**src/rtl/uram_event_pkg.sv**
```systemverilog
// Event framing constants shared by the URAM readout path and its AXI4-Stream output stage.
package uram_event_pkg;

  localparam int HEADER_WORDS = 4;
  localparam int DATA_WORDS   = 8 * 1536;
  localparam int EVENT_WORDS  = HEADER_WORDS + DATA_WORDS;

  // One FIFO entry: the event word plus its end-of-event marker.
  typedef struct packed {
    logic       last;
    logic [7:0] data;
  } fifo_word_t;

endpackage

```
**src/rtl/uev_axis_out_if.sv**
```systemverilog
// Byte-wide AXI4-Stream link. Handshake: a beat transfers on the clk edge where tvalid && tready;
// once tvalid is high, tdata/tlast hold until that transfer, and tvalid never depends on tready.
interface uev_axis_out_if;

  logic [7:0] tdata;
  logic       tvalid;
  logic       tready;
  logic       tlast;

  modport master (output tdata, output tvalid, output tlast, input tready);
  modport slave  (input tdata, input tvalid, input tlast, output tready);

endinterface

```
**src/rtl/uev_axis_fifo.sv**
```systemverilog
// Synchronous FIFO with wrap-bit pointers; storage is written on clk and read from the registered array.
module uev_axis_fifo
  import uram_event_pkg::*;
#(
  parameter int DEPTH = 64,
  parameter int AW    = $clog2(DEPTH)
) (
  input  logic       clk_i,
  input  logic       rst_i,
  input  logic       push_i,
  input  fifo_word_t wr_data_i,
  input  logic       pop_i,
  output fifo_word_t rd_data_o,
  output logic       empty_o,
  output logic       full_o,
  output logic [AW:0] fill_o
);

  fifo_word_t  mem [DEPTH];
  logic [AW:0] wr_ptr;
  logic [AW:0] rd_ptr;

  always_ff @(posedge clk_i) begin
    if (push_i) begin
      mem[wr_ptr[AW-1:0]] <= wr_data_i;
    end
  end

  always_ff @(posedge clk_i) begin
    if (rst_i) begin
      wr_ptr <= '0;
      rd_ptr <= '0;
    end else begin
      if (push_i) wr_ptr <= wr_ptr + 1'b1;
      if (pop_i)  rd_ptr <= rd_ptr + 1'b1;
    end
  end

  // A push into a full FIFO alongside a pop reuses the slot being read out this cycle.
  assign rd_data_o = mem[rd_ptr[AW-1:0]];
  assign empty_o   = (wr_ptr == rd_ptr);
  assign full_o    = (wr_ptr[AW] != rd_ptr[AW]) && (wr_ptr[AW-1:0] == rd_ptr[AW-1:0]);
  assign fill_o    = wr_ptr - rd_ptr;

endmodule

```
**src/rtl/uev_axis_out.sv**
```systemverilog
// Event word FIFO to AXI4-Stream master with start gating, sticky overflow and event counting.
// Optional input event length check compiled in with `define UEV_AXIS_LENCHECK_EN.
module uev_axis_out
  import uram_event_pkg::*;
#(
  parameter int DEPTH        = 64,
  parameter int START_THRESH = 8,
  parameter int AW           = $clog2(DEPTH)
) (
  input  logic                  clk_i,
  input  logic                  rst_i,
  input  logic                  clk_ce_i,
  input  logic [7:0]            ev_tdata_i,
  input  logic                  ev_valid_i,
  input  logic                  ev_last_i,
  uev_axis_out_if.master        m_axis,
  output logic                  start_ok_o,
  output logic                  overflow_o,
  input  logic                  clr_err_i,
  output logic [15:0]           event_count_o,
  output logic                  length_err_o,
  output logic [AW:0]           dbg_fill_o,
  output logic                  dbg_in_event_o
);

  localparam int          PW       = AW + 1;
  localparam logic [AW:0] THRESH_W = PW'(START_THRESH);

  fifo_word_t  head;
  fifo_word_t  wr_word;
  logic        empty;
  logic        full;
  logic        pop;
  logic        push_req;
  logic        push_acc;
  logic [AW:0] fill;
  logic        in_event;

  assign pop      = !empty && m_axis.tready;
  assign push_req = ev_valid_i && clk_ce_i;
  assign push_acc = push_req && (!full || pop);
  assign wr_word  = '{last: ev_last_i, data: ev_tdata_i};

  uev_axis_fifo #(
    .DEPTH (DEPTH),
    .AW    (AW)
  ) u_fifo (
    .clk_i     (clk_i),
    .rst_i     (rst_i),
    .push_i    (push_acc),
    .wr_data_i (wr_word),
    .pop_i     (pop),
    .rd_data_o (head),
    .empty_o   (empty),
    .full_o    (full),
    .fill_o    (fill)
  );

  assign m_axis.tvalid = !empty;
  assign m_axis.tdata  = head.data;
  assign m_axis.tlast  = head.last;

  always_ff @(posedge clk_i) begin
    if (rst_i) begin
      in_event      <= 1'b0;
      start_ok_o    <= 1'b0;
      overflow_o    <= 1'b0;
      event_count_o <= '0;
    end else begin
      if (push_acc) in_event <= !ev_last_i;
      start_ok_o <= (fill <= THRESH_W) && !in_event;
      // A fresh overflow outranks a clear arriving in the same cycle.
      if (push_req && full && !pop) begin
        overflow_o <= 1'b1;
      end else if (clr_err_i) begin
        overflow_o <= 1'b0;
      end
      if (pop && head.last) event_count_o <= event_count_o + 16'd1;
    end
  end

`ifdef UEV_AXIS_LENCHECK_EN
  localparam logic [15:0] EVENT_WORDS_W = 16'(EVENT_WORDS);

  logic [15:0] word_cnt;
  logic [15:0] word_cnt_nxt;
  logic        len_err_q;

  // Count includes the current word and saturates so oversize events still flag.
  always_comb begin
    word_cnt_nxt = (word_cnt == 16'hFFFF) ? word_cnt : word_cnt + 16'd1;
  end

  always_ff @(posedge clk_i) begin
    if (rst_i) begin
      word_cnt  <= '0;
      len_err_q <= 1'b0;
    end else begin
      if (push_req) word_cnt <= ev_last_i ? 16'd0 : word_cnt_nxt;
      if (push_req && ev_last_i && (word_cnt_nxt != EVENT_WORDS_W)) begin
        len_err_q <= 1'b1;
      end else if (clr_err_i) begin
        len_err_q <= 1'b0;
      end
    end
  end

  assign length_err_o = len_err_q;
`else
  assign length_err_o = 1'b0;
`endif

  assign dbg_fill_o     = fill;
  assign dbg_in_event_o = in_event;

endmodule

```
**src/flat_wrapper.sv**
```systemverilog
// flat-port wrapper written by rule: the top's interface ports become plain ports
module uev_axis_out_flat import uram_event_pkg::*;
#(
  parameter int DEPTH        = 64,
  parameter int START_THRESH = 8,
  parameter int AW           = $clog2(DEPTH)
)
  (clk_i, rst_i, clk_ce_i, ev_tdata_i, ev_valid_i, ev_last_i, start_ok_o, overflow_o, clr_err_i, event_count_o, length_err_o, dbg_fill_o, dbg_in_event_o, m_axis_tdata, m_axis_tvalid, m_axis_tlast, m_axis_tready);
  uev_axis_out_if m_axis_i ();
  input  logic clk_i;
  input  logic rst_i;
  input  logic clk_ce_i;
  input  logic [7:0] ev_tdata_i;
  input  logic ev_valid_i;
  input  logic ev_last_i;
  output logic start_ok_o;
  output logic overflow_o;
  input  logic clr_err_i;
  output logic [15:0] event_count_o;
  output logic length_err_o;
  output logic [AW:0] dbg_fill_o;
  output logic dbg_in_event_o;
  output wire logic [$bits(m_axis_i.tdata)-1:0] m_axis_tdata;
  output wire logic [$bits(m_axis_i.tvalid)-1:0] m_axis_tvalid;
  output wire logic [$bits(m_axis_i.tlast)-1:0] m_axis_tlast;
  input wire logic [$bits(m_axis_i.tready)-1:0] m_axis_tready;
  assign m_axis_tdata = m_axis_i.tdata;
  assign m_axis_tvalid = m_axis_i.tvalid;
  assign m_axis_tlast = m_axis_i.tlast;
  assign m_axis_i.tready = m_axis_tready;
  uev_axis_out #(.DEPTH(DEPTH), .START_THRESH(START_THRESH), .AW(AW)) u_core (.clk_i(clk_i), .rst_i(rst_i), .clk_ce_i(clk_ce_i), .ev_tdata_i(ev_tdata_i), .ev_valid_i(ev_valid_i), .ev_last_i(ev_last_i), .m_axis(m_axis_i), .start_ok_o(start_ok_o), .overflow_o(overflow_o), .clr_err_i(clr_err_i), .event_count_o(event_count_o), .length_err_o(length_err_o), .dbg_fill_o(dbg_fill_o), .dbg_in_event_o(dbg_in_event_o));
endmodule
```
**config.mk**
```make
export PLATFORM = sky130hd
export DESIGN_NAME = uev_axis_out_flat
export DESIGN_NICKNAME = d
export VERILOG_FILES = /design/src/rtl/uram_event_pkg.sv /design/src/rtl/uev_axis_out_if.sv /design/src/rtl/uev_axis_fifo.sv /design/src/rtl/uev_axis_out.sv /design/src/flat_wrapper.sv
export SDC_FILE = /design/constraint.sdc
export NUM_CORES = 1
export LEC_CHECK = 0
export CAP_MARGIN = 40
export CORE_UTILIZATION = 60
export DETAILED_ROUTE_END_ITERATION = 16
export PLACE_DENSITY = 0.84
export SLEW_MARGIN = 30
export SYNTH_ARGS = -nofsm -noshare
export SYNTH_HDL_FRONTEND = slang
export SYNTH_HIERARCHICAL = 1
export SYNTH_SLANG_ARGS = --single-unit
```
**constraint.sdc**
```tcl
create_clock -name clk_i -period 3.6 [get_ports clk_i]
set_input_delay 0.72 -clock clk_i [delete_from_list [all_inputs] [get_ports clk_i]]
set_output_delay 0.72 -clock clk_i [all_outputs]
set_load 0.01 [all_outputs]
```
==> results of run 1 <==
## per-layer routing
| layer | global-route usage | up-vias |
|---|---|---|
| met5 | 0.00833 | - |
| met4 | 0.155 | 4 |
| met1 | 0.419 | 7049 |
| met3 | 0.0782 | 268 |
| met2 | 0.507 | 1280 |
| li1 | - | 5462 |
## kinds of logic (layout without fill, tap and decap cells)
kind of cell,Yosys count,count (layout)
buf+inv,81,347
other cells,1,2
mux,186,186
flops,615,615
simple gates,206,206
fa+ha+maj,10,10
xor+xnor,25,25
compound gates,112,112
## worst max-delay path, cell delays in order (launching register included)
cell and delay (ps):
dfxtp_4 370, buf_8 170, buf_12 140, buf_12 140, buf_4 150, mux4_2 390
o22ai_2 100, o31a_1 290, o41ai_4 510, buf_2 230
## cell type report
class	instances	area share
Inverter	16	0.00209
Timing Repair Buffer	226	0.0758
Tap cell	525	0.0228
Antenna cell	1	0.0000869
Clock buffer	72	0.0533
Multi-Input combinational cell	540	0.208
Sequential cell	615	0.628
Clock inverter	33	0.00948
## cells in the final DEF (no fill, tap or decap), types with 7 or more instances in the layout
master,count
edfxtp_1,576
mux2i_1,26
buf_2,8
a211oi_1,9
clkbuf_1,11
mux4_2,141
xor2_1,12
o21ai_0,9
o22ai_1,11
nor3_1,10
or3_1,7
xnor2_1,13
nand4_1,8
a21oi_1,21
buf_12,18
o221ai_1,9
nand3_1,10
nor2_1,93
buf_4,147
buf_6,7
o21ai_1,9
mux2_2,10
clkinv_2,10
o22ai_2,9
dfxtp_1,34
inv_1,16
ha_1,9
clkinv_1,13
nand2_1,40
clkbuf_16,59
clkdlybuf4s50_1,29
## worst max-delay path by stage
| stage | from | end | slack (ps) | depth (start not counted) |
|---|---|---|---|---|
| 5_1_grt | flip-flop | m_axis_tlast | -210 | 9 |
| 3_3_place_gp | flip-flop | m_axis_tlast | 170 | 7 |
| 6_report | flip-flop | m_axis_tlast | -190 | 9 |
| 2_1_floorplan | flip-flop | u_core/event_count_o[15] | 210 | 11 |
| 3_5_place_dp | flip-flop | m_axis_tdata[4] | 140 | 7 |
| 4_1_cts | flip-flop | m_axis_tdata[4] | -70 | 9 |
## flip-flops by register name, indices dropped and copies added, names as in the netlist, named ones only
signal                 flops
u_core/start_ok_o          1
u_core/overflow_o          1
u_core/u_fifo/mem        576
u_core/u_fifo/wr_ptr       7
u_core/dbg_in_event_o      1
u_core/u_fifo/rd_ptr       7
u_core/event_count_o      16
## stage by stage
step	instance area [um2]	power [mW]	setup TNS, ps
floorplan	24300	8.87	0
global placement	26100	9.39	0
detailed placement	26100	9.43	0
CTS	28600	15.4	-206
global route	28800	15.9	-546
finish	28800	15.6	-512
## what timing repair did
item | 4_1_cts | 5_1_grt
endpoints found under the setup margin | 11 | 187
pin swaps | 5 | 5
setup buffers | 38 | 3
cloned | 4 | 1
resized for setup | 72 | 39
## power by group through the flow
stage / clock network [mW] / registers [mW] / logic [mW]
after floorplan: 0 / 8.00 / 0.871
after global placement: 0 / 8.03 / 1.37
after detailed placement: 0 / 8.03 / 1.40
after CTS: 5.87 / 7.85 / 1.72
after global routing: 6.17 / 7.85 / 1.88
final: 5.90 / 7.85 / 1.83
==> flow_summary.json, run 1 <==
{
  "final_nets": 1480,
  "crit-reg2reg-capture": "u_core/event_count_o[15]",
  "cp.required_ps": 2880,
  "wl_met3_um": 8730,
  "htreeDepth": 2,
  "status": "complete, but fails checks",
  "hold-worst-slack_ps": 480,
  "min_path_cells": 2,
  "sw_frac_of_total": 0.228,
  "finClkSkew_ps": 25.9,
  "synthTopCellsByArea": "edfxtp_1, mux4_2, dfxtp_1",
  "yosysSeqAreaShare": 0.745,
  "yosysTopAreaCell": "edfxtp_1",
  "multiInputGateArea_um2": 5990,
  "r2r_slack_ps": 70,
  "place_congestion": 0.859,
  "wl_met1_um": 21700,
  "peakVddDrop_mv": 0.415,
  "fin_crit_ps": 3790,
  "syn_area_per_cell_um2": 19.6,
  "grt_pass1_wl_um": 93900,
  "synth-adder-area-share": 0.00547,
  "synth_edf_count": 576,
  "yosys-mux-area-fraction": 0.150,
  "slew_headroom": 0.444,
  "syn_area_um2": 24300,
  "finalCoreUtilization": 0.723,
  "drt_iter0_drc": 2056,
  "synth_top_family_by_area": "multiplexers",
  "synthXorXnorAreaFrac": 0.00903,
  "synth_nets": 1261,
  "hold_start": "u_core/overflow_o",
  "holdBufCountCts": 0,
  "die_h_um": 203,
  "min_period_over_period": 1.05,
  "path_class": "flip-flop to output pin",
  "hold_path_end": "u_core/overflow_o",
  "instances_no_fill": 2028,
  "first_pass_iters": 7,
  "crit_fanout": 9,
  "cellLeakagePower_nw": 9.23,
  "setup_violations": 7,
  "hold_class": "flip-flop to flip-flop",
  "drv_slew": 0,
  "cts.clk_slew.worst_paths_ps": 60,
  "grtUsageTotal": 0.320,
  "hold_violations": 0,
  "drt-wirelength-per-cell_um": 32.7,
  "grt_pass1_vias": 14165,
  "p_int_mw": 12.0,
  "dr.max_layer_used": "met5",
  "wl_um": 66400,
  "max_clock_freq_mhz": 264,
  "fp.dieW_um": 203,
  "areaGrowthSynthToFinish_pct": 18.7,
  "seqPwrFrac": 0.504,
  "vias_per_cell": 6.93,
  "async_flop_share": 0,
  "initial_core_util": 0.609,
  "power.density_nw_per_um2": 541,
  "worstMarginPinSlew_ps": 834,
  "cts_max_path_buffers": 3,
  "synth-seq-cells": 615,
  "regArea_um2": 18100,
  "combPwrFrac": 0.117,
  "num_vias": 14063,
  "synth.distinct_cells": 53,
  "finalWorstSetupSlack_ps": -195,
  "cts_tree": "done",
  "fill_cells": 2155,
  "worstSetupEndpointType": "output pin",
  "start_kind": "flip-flop",
  "pin_count": 52,
  "maxCapViolations": 0,
  "grt_max_degree": 66,
  "grt_overflow": 0,
  "yosys-top-cells-count": "edfxtp_1, mux4_2, nor2_1",
  "dp.cells": 1879,
  "fp.coreArea_um2": 39800,
  "clkPwrFrac": 0.379,
  "yosysMostFrequentCell": "edfxtp_1",
  "antenna_found_initial": 1,
  "rsz0062_at_grt": "true",
  "cts_root_buf": "clkbuf_16",
  "layout-drive-gt1-share": 0.322,
  "synth_ff_type": "edfxtp_1",
  "arrival_ps": 3070,
  "p_switching_mw": 3.55,
  "post-route-drc-count": 0,
  "worst_r2r_path_depth": 13,
  "cts_sinks": 615,
  "ant_nets": 0,
  "ys_warn_count": 6,
  "synth_compound_area_frac": 0.0299,
  "synth_top_area_frac": 0.713,
  "rows": 73,
  "port-buffer-count": 50,
  "clk_latency_ps": 610,
  "synth-simple-area-share": 0.0397,
  "wl_met2_um": 31700,
  "die_area_um2": 41200,
  "violations": "negative setup slack",
  "hpwlAfterDp_um": 34600,
  "synthCells": 1236,
  "place_ws_ps": 136,
  "numCtsBuffers": 56
}
No activity file was read; power rests on OpenSTA's default activity.
==> inputs of run 2 (changes only) <==
- GPL_TIMING_DRIVEN: default -> 1
==> results of run 2 <==
Final layout, timing and power as in run 1 (identical DEF).
==> inputs of run 3 (changes only) <==
- RECOVER_POWER: default -> 25
==> flow_summary.json, run 3 (synthesis gave the netlist of run 1 again) <==
{
  "violations": "max-capacitance violations, max-slew violations, negative setup slack",
  "path_cells": "buf_8 > buf_12 > buf_12 > buf_4 > mux4_2 > o22ai_2 > o31a_1 > o41ai_4 > buf_2",
  "grt_pass1_vias": 14165,
  "hpwlAfterDp_um": 34600,
  "grtUsageTotal": 0.320,
  "pin_count": 52,
  "combPwrFrac": 0.117,
  "setup_violations": 8,
  "instances_no_fill": 2027,
  "max_clock_freq_mhz": 264,
  "cp_slowest_cell": "o41ai_4",
  "vias_per_cell": 6.95,
  "cellLeakagePower_nw": 9.19,
  "final_cell_mix": "edfxtp_1, buf_4, mux4_2, nor2_1, clkbuf_16",
  "largest_reg_flops": 576,
  "fin_crit_ps": 3790,
  "rows": 73,
  "grt_overflow": 0,
  "min_period_over_period": 1.05,
  "cts_max_path_buffers": 3,
  "numCtsBuffers": 56,
  "areaGrowthSynthToFinish_pct": 18.5,
  "place_congestion": 0.859,
  "power.density_nw_per_um2": 543,
  "finalWorstSetupSlack_ps": -188,
  "hold_class": "flip-flop to flip-flop",
  "clkPwrFrac": 0.379,
  "grt_pass1_wl_um": 93900,
  "port-buffer-count": 50,
  "worst_r2r_path_depth": 13,
  "final_nets": 1480,
  "drt-wirelength-per-cell_um": 32.7,
  "drt_iter0_drc": 2042,
  "crit-reg2reg-capture": "u_core/event_count_o[15]",
  "grt_max_degree": 66,
  "cp_slowest_stage_delay_ps": 510,
  "p_switching_mw": 3.55,
  "dp.cells": 1879,
  "clk_latency_ps": 610,
  "cp-endpoint": "m_axis_tlast",
  "cts_root_buf": "clkbuf_16",
  "arrival_ps": 3070,
  "rsz0062_at_grt": "true",
  "finClkSkew_ps": 26.7,
  "worstMarginPinSlew_ps": 3250,
  "wl_um": 66400,
  "final_common_cell": "edfxtp_1",
  "antenna_found_initial": 1,
  "crit_fanout": 9,
  "worstSetupEndpointType": "output pin",
  "first_pass_iters": 5,
  "post-route-drc-count": 0,
  "sw_frac_of_total": 0.228,
  "path_class": "flip-flop to output pin",
  "layout-drive-gt1-share": 0.316,
  "drv_slew": 468,
  "seqPwrFrac": 0.504,
  "power_mw": 15.6,
  "num_vias": 14085,
  "timing.critical_path.mode_cell": "buf_12",
  "holdBufCountCts": 0,
  "num_antenna_cells": 0,
  "die_area_um2": 41200,
  "status": "complete, but fails checks",
  "fp.dieW_um": 203,
  "hold_violations": 0,
  "die_h_um": 203,
  "cts_tree": "done",
  "cp.required_ps": 2880,
  "r2r_slack_ps": 80,
  "p_int_mw": 12.0,
  "slew_headroom": -1.17,
  "start_kind": "flip-flop",
  "initial_core_util": 0.609,
  "ant_nets": 0,
  "fill_cells": 2172,
  "cts.clk_slew.worst_paths_ps": 60,
  "fp.coreArea_um2": 39800,
  "peakVddDrop_mv": 0.417,
  "maxCapViolations": 8,
  "htreeDepth": 2,
  "cts_sinks": 615
}
run 3: cell types whose count changed in the layout (fill, tap and decap cells not counted), sizes merged:
| cell | change |
|---|---|
| diode | -1 |
| clkbuf | +9 |
| buf | -9 |
run 3: what timing repair did:
| action | 4_1_cts | 5_1_grt |
|---|---|---|
| pin swaps | 5 | 5 |
| endpoints found under the setup margin | 11 | 187 |
| gates cloned | 4 | 1 |
| gates resized for setup | 72 | 39 |
| setup buffers | 38 | 3 |
run 3: worst min-delay path by stage:
stage	from	end	slack (ps)	cells past startpoint
2_1_floorplan	u_core/u_fifo/wr_ptr[6]	u_core/u_fifo/wr_ptr[6]	460	2
3_3_place_gp	u_core/overflow_o	u_core/overflow_o	460	2
3_5_place_dp	u_core/overflow_o	u_core/overflow_o	470	2
4_1_cts	u_core/overflow_o	u_core/overflow_o	480	2
5_1_grt	u_core/overflow_o	u_core/overflow_o	510	2
6_report	u_core/overflow_o	u_core/overflow_o	480	2
run 3: critical path, delay by kind of cell, from the launching register on:
family | cells | cell delay [ps]
AOI/OAI and AO/OA | 3 | 900
buffers and inverters | 5 | 820
muxes | 1 | 380
DFF | 1 | 370
run 3: per-stage QoR:
step	setup TNS [ps]	area, um2	setup WS (ps)	hold WS (ps)	util
3_5_place_dp	0	26100	136	471	0.656
4_1_cts	-206	28600	-74.5	482	0.719
3_3_place_gp	0	26100	169	460	0.655
2_1_floorplan	0	24300	206	463	-
5_1_grt	-546	28700	-206	509	0.722
6_report	-443	28700	-188	480	0.722
run 3: routing by layer:
metal | track usage | share of wire
met1 | 0.419 | 0.33
met2 | 0.507 | 0.47
met3 | 0.0782 | 0.13
met4 | 0.155 | 0.063
met5 | 0.00833 | 0.00075
run 3: power groups by stage:
stage	registers [mW]	logic (mW)	clock network, mW
floorplan	8.00	0.871	0
global placement	8.03	1.37	0
CTS	7.85	1.72	5.87
detailed placement	8.03	1.40	0
global route	7.86	1.88	6.17
finish	7.86	1.82	5.90
run 3: final cells by class:
class / instances / area [um2] / area share
Tap cell: 525 / 657 / 0.0229
Clock buffer: 72 / 1530 / 0.0534
Timing Repair Buffer: 226 / 2140 / 0.0744
Inverter: 16 / 60.1 / 0.00209
Multi-Input combinational cell: 540 / 5990 / 0.208
Clock inverter: 33 / 273 / 0.00949
Sequential cell: 615 / 18100 / 0.629
